--- config.mk ---
export PLATFORM = sky130hd
export DESIGN_NAME = rx_frame_buffer
export DESIGN_NICKNAME = d
export VERILOG_FILES = /design/src/rtl/rx_frame_buffer.sv
export SDC_FILE = /design/constraint.sdc
export NUM_CORES = 1
export LEC_CHECK = 0
export ABC_AREA = 1
export CORE_MARGIN = 1
export CORE_UTILIZATION = 59
export DETAILED_ROUTE_END_ITERATION = 10
export MAX_ROUTING_LAYER = met4
export PLACE_DENSITY = 0.89
export SETUP_SLACK_MARGIN = 0.05
export SYNTH_ARGS = -nofsm -noshare
export SYNTH_HDL_FRONTEND = slang
export SYNTH_SLANG_ARGS = --single-unit
--- constraint.sdc ---
create_clock -name clk -period 2.39 [get_ports clk]
set_input_delay 0.3585 -clock clk [delete_from_list [all_inputs] [get_ports clk]]
set_output_delay 0.3585 -clock clk [all_outputs]
set_load 0.05 [all_outputs]
--- src/rtl/rx_frame_buffer.sv ---
// Receive-side frame buffer: stores one decoded PCD->PICC frame, checks CRC_A
// and holds length/status plus random read access until the consumer acknowledges.
module rx_frame_buffer #(
   parameter int MAX_BYTES = 16,
   localparam int LEN_W = $clog2(MAX_BYTES + 1)
) (
   input  logic             clk,
   input  logic             rst,
   input  logic             rx_soc,
   input  logic             rx_eoc,
   input  logic [7:0]       rx_data,
   input  logic [2:0]       rx_data_bits,
   input  logic             rx_data_valid,
   input  logic             rx_sequence_error,
   input  logic             rx_parity_error,
   output logic             frame_ready,
   input  logic             frame_ack,
   output logic [LEN_W-1:0] frame_len,
   output logic [2:0]       frame_last_bits,
   output logic             frame_crc_ok,
   output logic             frame_error,
   output logic             frame_overflow,
   output logic             frame_dropped,
   input  logic [LEN_W-1:0] rd_addr,
   output logic [7:0]       rd_data
);

   localparam int ADDR_W = $clog2(MAX_BYTES);
   localparam logic [LEN_W-1:0] MAX_LEN = LEN_W'(MAX_BYTES);
   localparam logic [15:0] CRC_INIT = 16'h6363;

   typedef enum logic [1:0] {IDLE, RECEIVE, READY} state_t;

   state_t           state_reg;
   logic [LEN_W-1:0] cnt_reg, cnt_next;
   logic [15:0]      crc_reg, crc_next;
   logic [2:0]       last_bits_reg, last_bits_next;
   logic             err_reg, err_next;
   logic             ovf_reg, ovf_next;
   logic             wr_en;
   logic             crc_good;

   logic [7:0] mem [MAX_BYTES];

   // Reflected CRC_A (poly 0x8408), one byte, LSB first.
   function automatic logic [15:0] crc_byte(input logic [15:0] c, input logic [7:0] d);
      logic [15:0] r;
      r = c;
      for (int i = 0; i < 8; i++) begin
         r = (r >> 1) ^ ((r[0] ^ d[i]) ? 16'h8408 : 16'h0000);
      end
      return r;
   endfunction

   // Per-cycle frame accumulation; the eoc cycle uses these so a byte arriving with eoc counts.
   always_comb begin
      cnt_next       = cnt_reg;
      crc_next       = crc_reg;
      last_bits_next = last_bits_reg;
      err_next       = err_reg;
      ovf_next       = ovf_reg;
      wr_en          = 1'b0;
      if (state_reg == RECEIVE && !rx_soc) begin
         if (rx_data_valid) begin
            if (cnt_reg < MAX_LEN) begin
               wr_en          = 1'b1;
               cnt_next       = cnt_reg + LEN_W'(1);
               last_bits_next = rx_data_bits;
            end else begin
               ovf_next = 1'b1;
            end
            if (rx_data_bits == 3'd0) begin
               crc_next = crc_byte(crc_reg, rx_data);
            end
         end
         if (rx_parity_error || rx_sequence_error) begin
            err_next = 1'b1;
         end
      end
   end

   assign crc_good = (crc_next == 16'h0000) && (cnt_next >= LEN_W'(3)) &&
                     (last_bits_next == 3'd0) && !err_next && !ovf_next;

   always_ff @(posedge clk) begin
      if (rst) begin
         state_reg       <= IDLE;
         cnt_reg         <= '0;
         crc_reg         <= CRC_INIT;
         last_bits_reg   <= 3'd0;
         err_reg         <= 1'b0;
         ovf_reg         <= 1'b0;
         frame_ready     <= 1'b0;
         frame_len       <= '0;
         frame_last_bits <= 3'd0;
         frame_crc_ok    <= 1'b0;
         frame_error     <= 1'b0;
         frame_overflow  <= 1'b0;
         frame_dropped   <= 1'b0;
      end else begin
         frame_dropped <= 1'b0;
         case (state_reg)
            IDLE: begin
               if (rx_soc) begin
                  state_reg     <= RECEIVE;
                  cnt_reg       <= '0;
                  crc_reg       <= CRC_INIT;
                  last_bits_reg <= 3'd0;
                  err_reg       <= 1'b0;
                  ovf_reg       <= 1'b0;
               end
            end
            RECEIVE: begin
               if (rx_soc) begin
                  // Restart without a closing eoc: drop what was collected.
                  cnt_reg       <= '0;
                  crc_reg       <= CRC_INIT;
                  last_bits_reg <= 3'd0;
                  err_reg       <= 1'b0;
                  ovf_reg       <= 1'b0;
               end else begin
                  cnt_reg       <= cnt_next;
                  crc_reg       <= crc_next;
                  last_bits_reg <= last_bits_next;
                  err_reg       <= err_next;
                  ovf_reg       <= ovf_next;
                  if (rx_eoc) begin
                     state_reg       <= READY;
                     frame_ready     <= 1'b1;
                     frame_len       <= cnt_next;
                     frame_last_bits <= last_bits_next;
                     frame_error     <= err_next;
                     frame_overflow  <= ovf_next;
                     frame_crc_ok    <= crc_good;
                  end
               end
            end
            READY: begin
               if (frame_ack) begin
                  frame_ready <= 1'b0;
                  if (rx_soc) begin
                     state_reg     <= RECEIVE;
                     cnt_reg       <= '0;
                     crc_reg       <= CRC_INIT;
                     last_bits_reg <= 3'd0;
                     err_reg       <= 1'b0;
                     ovf_reg       <= 1'b0;
                  end else begin
                     state_reg <= IDLE;
                  end
               end else if (rx_soc) begin
                  frame_dropped <= 1'b1;
               end
            end
            default: state_reg <= IDLE;
         endcase
      end
   end

   always_ff @(posedge clk) begin
      if (wr_en) begin
         mem[cnt_reg[ADDR_W-1:0]] <= rx_data;
      end
   end

   always_ff @(posedge clk) begin
      if (rst) begin
         rd_data <= 8'h00;
      end else if (rd_addr < MAX_LEN) begin
         rd_data <= mem[rd_addr[ADDR_W-1:0]];
      end else begin
         rd_data <= 8'h00;
      end
   end

endmodule

==> metrics.md, run 1 <==
| Metric | Value |
|---|---|
| Outcome | `complete, no violations` |
| Fin cells | `1022` |
| Rows | `41` |
| Area delta synth->final | `18.5%` |
| Tcrit/Tclk final | `83.1%` |
| WL final | `19200 um` |
| Cell count after synthesis | `764` |
| Final setup TNS | `0 ns` |
| Vias in the first global route | `5851` |
| Hold Crit Depth | `2` |
| Largest delay share family, worst path | `buffers and inverters` |
| PD cells | `723 nW/um2` |
| Antenna cells | `0` |
| Clock Latency Late Sink | `0.43 ns` |
| Post-synth EDFFs | `128` |
| Critical path class | `flop to output pin` |
| Sw power | `0.00154 W` |
| Hold Buf Count CTS | `0` |
| Largest register FFs | `128` |
| CTS max path bufs | `2` |
| Crit Path Max Fanout | `2` |
| I/O Pins | `45` |
| Main flop type after synthesis | `edfxtp_1` |
| DRC Markers | `0` |
| CTS Buf Count | `17` |
| Placer Congestion | `0.945` |
| CTS root buf | `clkbuf_16` |
| Final setup vio count | `0` |
| Internal power | `0.00503 W` |
| CTS Sinks | `177` |
| Placed Instances | `990` |
| Largest net degree at the start of global routing | `65` |
| Remaining global-route overflow | `0` |
| Clk_skew | `0.0101 ns` |
| Post-CTS setup buffer count | `0` |
| CP Depth | `1` |
| Static leakage | `3.42 nW` |
| CTS tree | `done` |
| Vias post-DR | `6069` |
| Hold crit path type | `flop to flop` |
| Post-synth cell types | `35` |
| Die Ht | `116 um` |
| Initial core utilization | `60.7%` |
| Synthesized cell area | `7660 um2` |
| Worst path cell trace | `clkdlybuf4s50_1` |
| Top post-synthesis cells by area | `edfxtp_1 50%, dfxtp_1 13%, nand2_1 7.3%` |
| PortBufs | `44` |
| Pins Over Slew Limit | `0` |
| Crit-path slowest cell | `clkdlybuf4s50_1` |
| Largest area contributor in the netlist | `edfxtp_1` |
| Seq pwr share | `50.8%` |
| Endpoint type of the worst setup path | `output pin` |
| CP startpoint kind | `flop` |
| Gr usage total | `31.7%` |
| RSZ-0062 raised after global routing | `no` |
| Asr flop ratio synth | `0%` |
| Max-cap violations | `0` |
| Yosys reg bits | `177` |
| Peak Freq | `503 MHz` |
| Worst Path Required | `2.03 ns` |
| Die area | `13400 um2` |
| ANT nets after route | `0` |
| Number of DRC markers in iteration 0 | `736` |
| Die width | `116 um` |
| Crit path time final | `1.99 ns` |
| Cts repair resizes | `0` |
| Final hold vios | `0` |
| Slew @ Worst Pin | `0.635 ns` |
| Core area | `12600 um2` |
| Seq/Total Area, Yosys | `63.0%` |
| DRT Pass-1 Iters | `6` |
| Clock power share | `40.1%` |
| Critical Path Max Stage Delay | `0.82 ns` |
| First-pass GRT wire length | `30000 um` |
| Nets | `865` |
| Synth Area per Inst | `10.0 um2` |
| Peak VDD IR | `379 uV` |
| Final HPWL DP | `12200 um` |
| Share of the synthesized area in the top cell type | `50.2%` |
| Layout cell share with drive strength beyond 1 | `11.3%` |
| Worst Path Buf+Inv | `1` |
| Net Count, Synth | `792` |
| Dominant cell by count in the synthesized netlist | `nand2_1` |
| Synth cell count leaders | `150 x nand2_1, 128 x edfxtp_1, 109 x nor2_1` |
| H-tree depth | `4` |
| Worst rel slew slack | `57.7%` |
| Clk slew on worst S/H paths | `0.07 ns` |
| Routed vias/inst | `5.94` |
| Initial antenna violation count | `0` |
| Arr. time, crit path | `1.63 ns` |
| Ys Warns | `0` |
| Combinational share of power | `9.0%` |
| WL/cell | `18.8 um` |
| Worst reg-to-reg path cell count | `13` |
| Sw Ratio | `23.4%` |
==> power by group through the flow <==
stage,Combinational [W],Clock [W],Sequential (W)
detailed placement,0.000574,0,0.00340
floorplan,0.000294,0,0.00345
global placement,0.000558,0,0.00340
global route,0.000639,0.00277,0.00334
CTS,0.000584,0.00264,0.00334
finish,0.000594,0.00264,0.00334
==> cells by family after synthesis <==
family / share of synthesized area (%)
buf+inv: 4.77
compound gates: 13.9
mux: 0.131
simple gates: 15.8
xor+xnor: 1.71
fa+ha+maj: 0.653
flops: 63.0
==> final cells by class <==
class | count | area, um2
repair buffers | 89 | 798
multi-input cells | 496 | 2470
flip-flops and latches | 177 | 4820
fillers | 856 | 3540
clock buffers | 22 | 475
well taps | 172 | 215
inverters | 56 | 215
clock inverters | 10 | 81.3
==> stage by stage <==
step / setup WS [ns] / power [W] / area, um2 / utilization (%) / hold slack (ns)
after floorplan: 0.420 / 0.00374 / 7660 / - / 0.445
after global placement: 0.100 / 0.00396 / 8520 / 67.5 / 0.459
after detailed placement: 0.0265 / 0.00398 / 8520 / 67.5 / 0.464
after CTS: 0.391 / 0.00657 / 9080 / 72.0 / 0.475
after global routing: 0.134 / 0.00675 / 9080 / 72.0 / 0.499
final: 0.403 / 0.00657 / 9080 / 72.0 / 0.473
==> cells in the final DEF, fill, tap and decap left out, types with 2 or more instances in the layout <==
| master | count |
|---|---|
| xor2_1 | 9 |
| nand3_1 | 19 |
| xnor2_1 | 6 |
| inv_4 | 3 |
| o21ai_2 | 2 |
| buf_12 | 2 |
| buf_4 | 43 |
| inv_1 | 49 |
| nand2_2 | 2 |
| nor2_1 | 109 |
| o211ai_1 | 14 |
| o22ai_1 | 11 |
| clkinv_1 | 2 |
| clkinv_2 | 5 |
| o21ai_1 | 12 |
| clkdlybuf4s50_1 | 43 |
| a211oi_1 | 2 |
| nor2_4 | 2 |
| clkbuf_16 | 18 |
| a21oi_1 | 33 |
| o221ai_1 | 23 |
| nand2_1 | 150 |
| o21ai_0 | 80 |
| edfxtp_1 | 128 |
| or2_2 | 4 |
| inv_2 | 4 |
| ha_1 | 4 |
| dfxtp_1 | 49 |
| clkbuf_1 | 3 |
| nor3_1 | 5 |
| nand2_4 | 3 |
==> per-layer routing <==
layer	share of wire (%)	global-route usage [%]	wire length (um)
met4	4.6	18.5	890
met1	37	37.1	7150
met3	9.8	6.22	1890
met5	0	-	0
met2	48	51.1	9310
==> path summary, 6_finish.rpt <==
kind	start	to	slack, ns
setup / recovery	frame_crc_ok$_SDFFE_PP0P_	frame_crc_ok	0.40
setup reg to reg	crc_reg[3]$_SDFFE_PP0P_	frame_crc_ok$_SDFFE_PP0P_	0.57
hold reg to reg	last_bits_reg[1]$_SDFFE_PP0P_	last_bits_reg[1]$_SDFFE_PP0P_	0.47
hold / removal	last_bits_reg[1]$_SDFFE_PP0P_	last_bits_reg[1]$_SDFFE_PP0P_	0.47
Note: power is estimated with default switching activity, not from simulation.
==> inputs of run 2 (changes only) <==
==> constraint.sdc (replaced) <==
create_clock -name clk -period 2.05 [get_ports clk]
set_input_delay 0.3075 -clock clk [delete_from_list [all_inputs] [get_ports clk]]
set_output_delay 0.3075 -clock clk [all_outputs]
set_load 0.05 [all_outputs]
==> run 2 against run 1 <==
Combinational power grew 24%. Flip-flop and latch count stayed put. Global-route usage grew 0.72 points. First-iteration DRC count up 4.6%. Register-to-register slack worse by 0.35 ns. Largest power group unchanged. Largest cell class unchanged.
==> metrics.md, run 2 (same netlist as run 1, synthesis figures left out) <==
| Metric | Value |
|---|---|
| Clock Latency Late Sink | `0.43 ns (about the same)` |
| Internal power | `0.00579 W (+15%)` |
| PortBufs | `44 (unchanged)` |
| Initial antenna violation count | `0 (unchanged)` |
| Nets | `906 (+4.7%)` |
| Gr usage total | `32.4% (+0.72 points)` |
| CTS root buf | `clkbuf_16` |
| DRT Pass-1 Iters | `7 (+1)` |
| Worst path cell trace | `clkdlybuf4s50_1` |
| Most common cell after layout, fill and taps aside | `nand2_1` |
| Combinational share of power | `9.7% (+0.7 points)` |
| Worst Path Required | `1.74 ns (-0.29 ns)` |
| Routed vias/inst | `5.83 (-1.8%)` |
| Slew @ Worst Pin | `0.511 ns (-0.124 ns)` |
| Clock power share | `39.3% (-0.8 points)` |
| Pins Over Slew Limit | `0 (unchanged)` |
| CTS Buf Count | `17 (unchanged)` |
| Layout cell share with drive strength beyond 1 | `15.6% (+4.3 points)` |
| Rows | `41 (unchanged)` |
| Initial core utilization | `60.7% (unchanged)` |
| Worst Path Buf+Inv | `1 (unchanged)` |
| I/O Pins | `45 (unchanged)` |
| DRC Markers | `0 (unchanged)` |
| Max-cap violations | `0 (unchanged)` |
| Hold Buf Count CTS | `0 (unchanged)` |
| Overall power | `0.00763 W (+16%)` |
| Tcrit/Tclk final | `94.9%` |
| Die width | `116 um (unchanged)` |
| Endpoint type of the worst setup path | `output pin` |
| Crit-path slowest cell | `clkdlybuf4s50_1` |
| Clk slew on worst S/H paths | `0.07 ns (about the same)` |
| Final setup TNS | `0 ns (unchanged)` |
| First-pass GRT wire length | `30900 um (+2.9%)` |
| Final setup vio count | `0 (unchanged)` |
| Vias post-DR | `6196 (+2.1%)` |
| Area delta synth->final | `22.6%` |
| Crit Path Max Fanout | `2 (unchanged)` |
| Number of DRC markers in iteration 0 | `770 (+4.6%)` |
| Outcome | `complete, no violations` |
| Worst reg-to-reg path cell count | `10 (-3)` |
| Seq pwr share | `51.0% (+0.2 points)` |
| CTS max path bufs | `2 (unchanged)` |
| Final HPWL DP | `13100 um (+7.3%)` |
| Crit path time final | `1.95 ns` |
| Core area | `12600 um2 (unchanged)` |
| CTS tree | `done` |
| CTS Sinks | `177 (unchanged)` |
| Remaining global-route overflow | `0 (unchanged)` |
| Vias in the first global route | `5997 (+2.5%)` |
| Sw Ratio | `24.1% (+0.63 points)` |
| Static leakage | `3.61 nW (+5.6%)` |
| Clk_skew | `0.00929 ns (-0.000802 ns)` |
| Antenna cells | `0 (unchanged)` |
| WL final | `19600 um (+1.7%)` |
| Die Ht | `116 um (unchanged)` |
| Dpl ws | `-0.192 ns (-0.218 ns)` |
| Critical Path Max Stage Delay | `0.82 ns (about the same)` |
| Hold Crit Depth | `2 (unchanged)` |
| H-tree depth | `4 (unchanged)` |
| Final hold vios | `0 (unchanged)` |
| Number of fill cells | `811 (-5.3%)` |
| Final worst slack | `0.104 ns (-0.299 ns)` |
| Hold crit path type | `flop to flop` |
| Worst rel slew slack | `65.8% (+8.1 points)` |
| Cts repair resizes | `0 (unchanged)` |
| CP startpoint kind | `flop` |
| Post-CTS setup buffer count | `0 (unchanged)` |
| Largest register FFs | `128 (unchanged)` |
| Hold slack | `0.472 ns (-0.000229 ns)` |
| RSZ-0062 raised after global routing | `no` |
| WL/cell | `18.4 um (-2.3%)` |
| CP Depth | `1 (unchanged)` |
| Placer Congestion | `0.981 (+3.7%)` |
| Most frequent cells in the layout | `150 x nand2_1, 128 x edfxtp_1, 109 x nor2_1` |
| Core Util, Final | `74.4% (+2.5 points)` |
| Die area | `13400 um2 (unchanged)` |
| Critical path class | `flop to output pin` |
| Peak VDD IR | `471 uV (+24%)` |
| Largest delay share family, worst path | `buffers and inverters` |
| ANT nets after route | `0 (unchanged)` |
| Largest net degree at the start of global routing | `47 (-28%)` |
| Peak Freq | `514 MHz` |
| Sw power | `0.00183 W (+19%)` |
| Arr. time, crit path | `1.64 ns (about the same)` |
| PD cells | `812 nW/um2 (+12%)` |
-- run 2: changes by cell type in the layout (fill, tap and decap cells not counted) --
| cell | before | now |
|---|---|---|
| clkinv_4 | 0 | 1 |
| clkinv_2 | 5 | 4 |
| bufinv_16 | 1 | 0 |
| buf_12 | 2 | 3 |
| clkinvlp_4 | 1 | 3 |
| inv_4 | 3 | 2 |
| clkbuf_1 | 3 | 2 |
| clkinv_1 | 2 | 1 |
| buf_4 | 43 | 83 |
| inv_6 | 1 | 3 |
-- run 2: layer usage --
metal | vias to the layer above | GRT usage [%] | wire length [um]
li1 | 2868 | - | -
met1 | 2902 | 37.0 | 7010
met2 | 372 | 54.4 | 9920
met3 | 54 | 6.54 | 1910
met4 | 0 | 16.2 | 712
met5 | - | - | 0
-- run 2: power groups by stage --
stage                     Sequential (W)  Combinational, W  Clock (W)
after global placement           0.00397          0.000697          0
after detailed placement         0.00397          0.000717          0
after global routing             0.00389          0.000795    0.00315
after CTS                        0.00389          0.000728    0.00301
after floorplan                  0.00402          0.000343          0
final                            0.00389          0.000736    0.00300
-- run 2: final timing paths --
path | from | to | slack (ns)
worst max-delay path | frame_crc_ok$_SDFFE_PP0P_ | frame_crc_ok | 0.10
worst min-delay path | last_bits_reg[1]$_SDFFE_PP0P_ | last_bits_reg[1]$_SDFFE_PP0P_ | 0.47
worst max register to register | state_reg[0]$_SDFFE_PP0P_ | mem[11][5]$_DFFE_PP_ | 0.22
worst min register to register | last_bits_reg[1]$_SDFFE_PP0P_ | last_bits_reg[1]$_SDFFE_PP0P_ | 0.47
-- run 2: per-stage QoR --
step                      cell area (um2)  std cells
after floorplan                      7660        764
after global routing                 9390       1063
after CTS                            9390       1063
after detailed placement             8840       1031
after global placement               8840       1031
final                                9390       1063
-- run 2: cell type report --
type,count,area (um2),share of cell area (%)
clock buffer,21,472,5.02
clock inverter,11,77.6,0.826
inverter,56,215,2.29
multi-input combinational,496,2470,26.3
sequential,177,4820,51.4
tap,172,215,2.29
timing repair buffer,130,1120,11.9
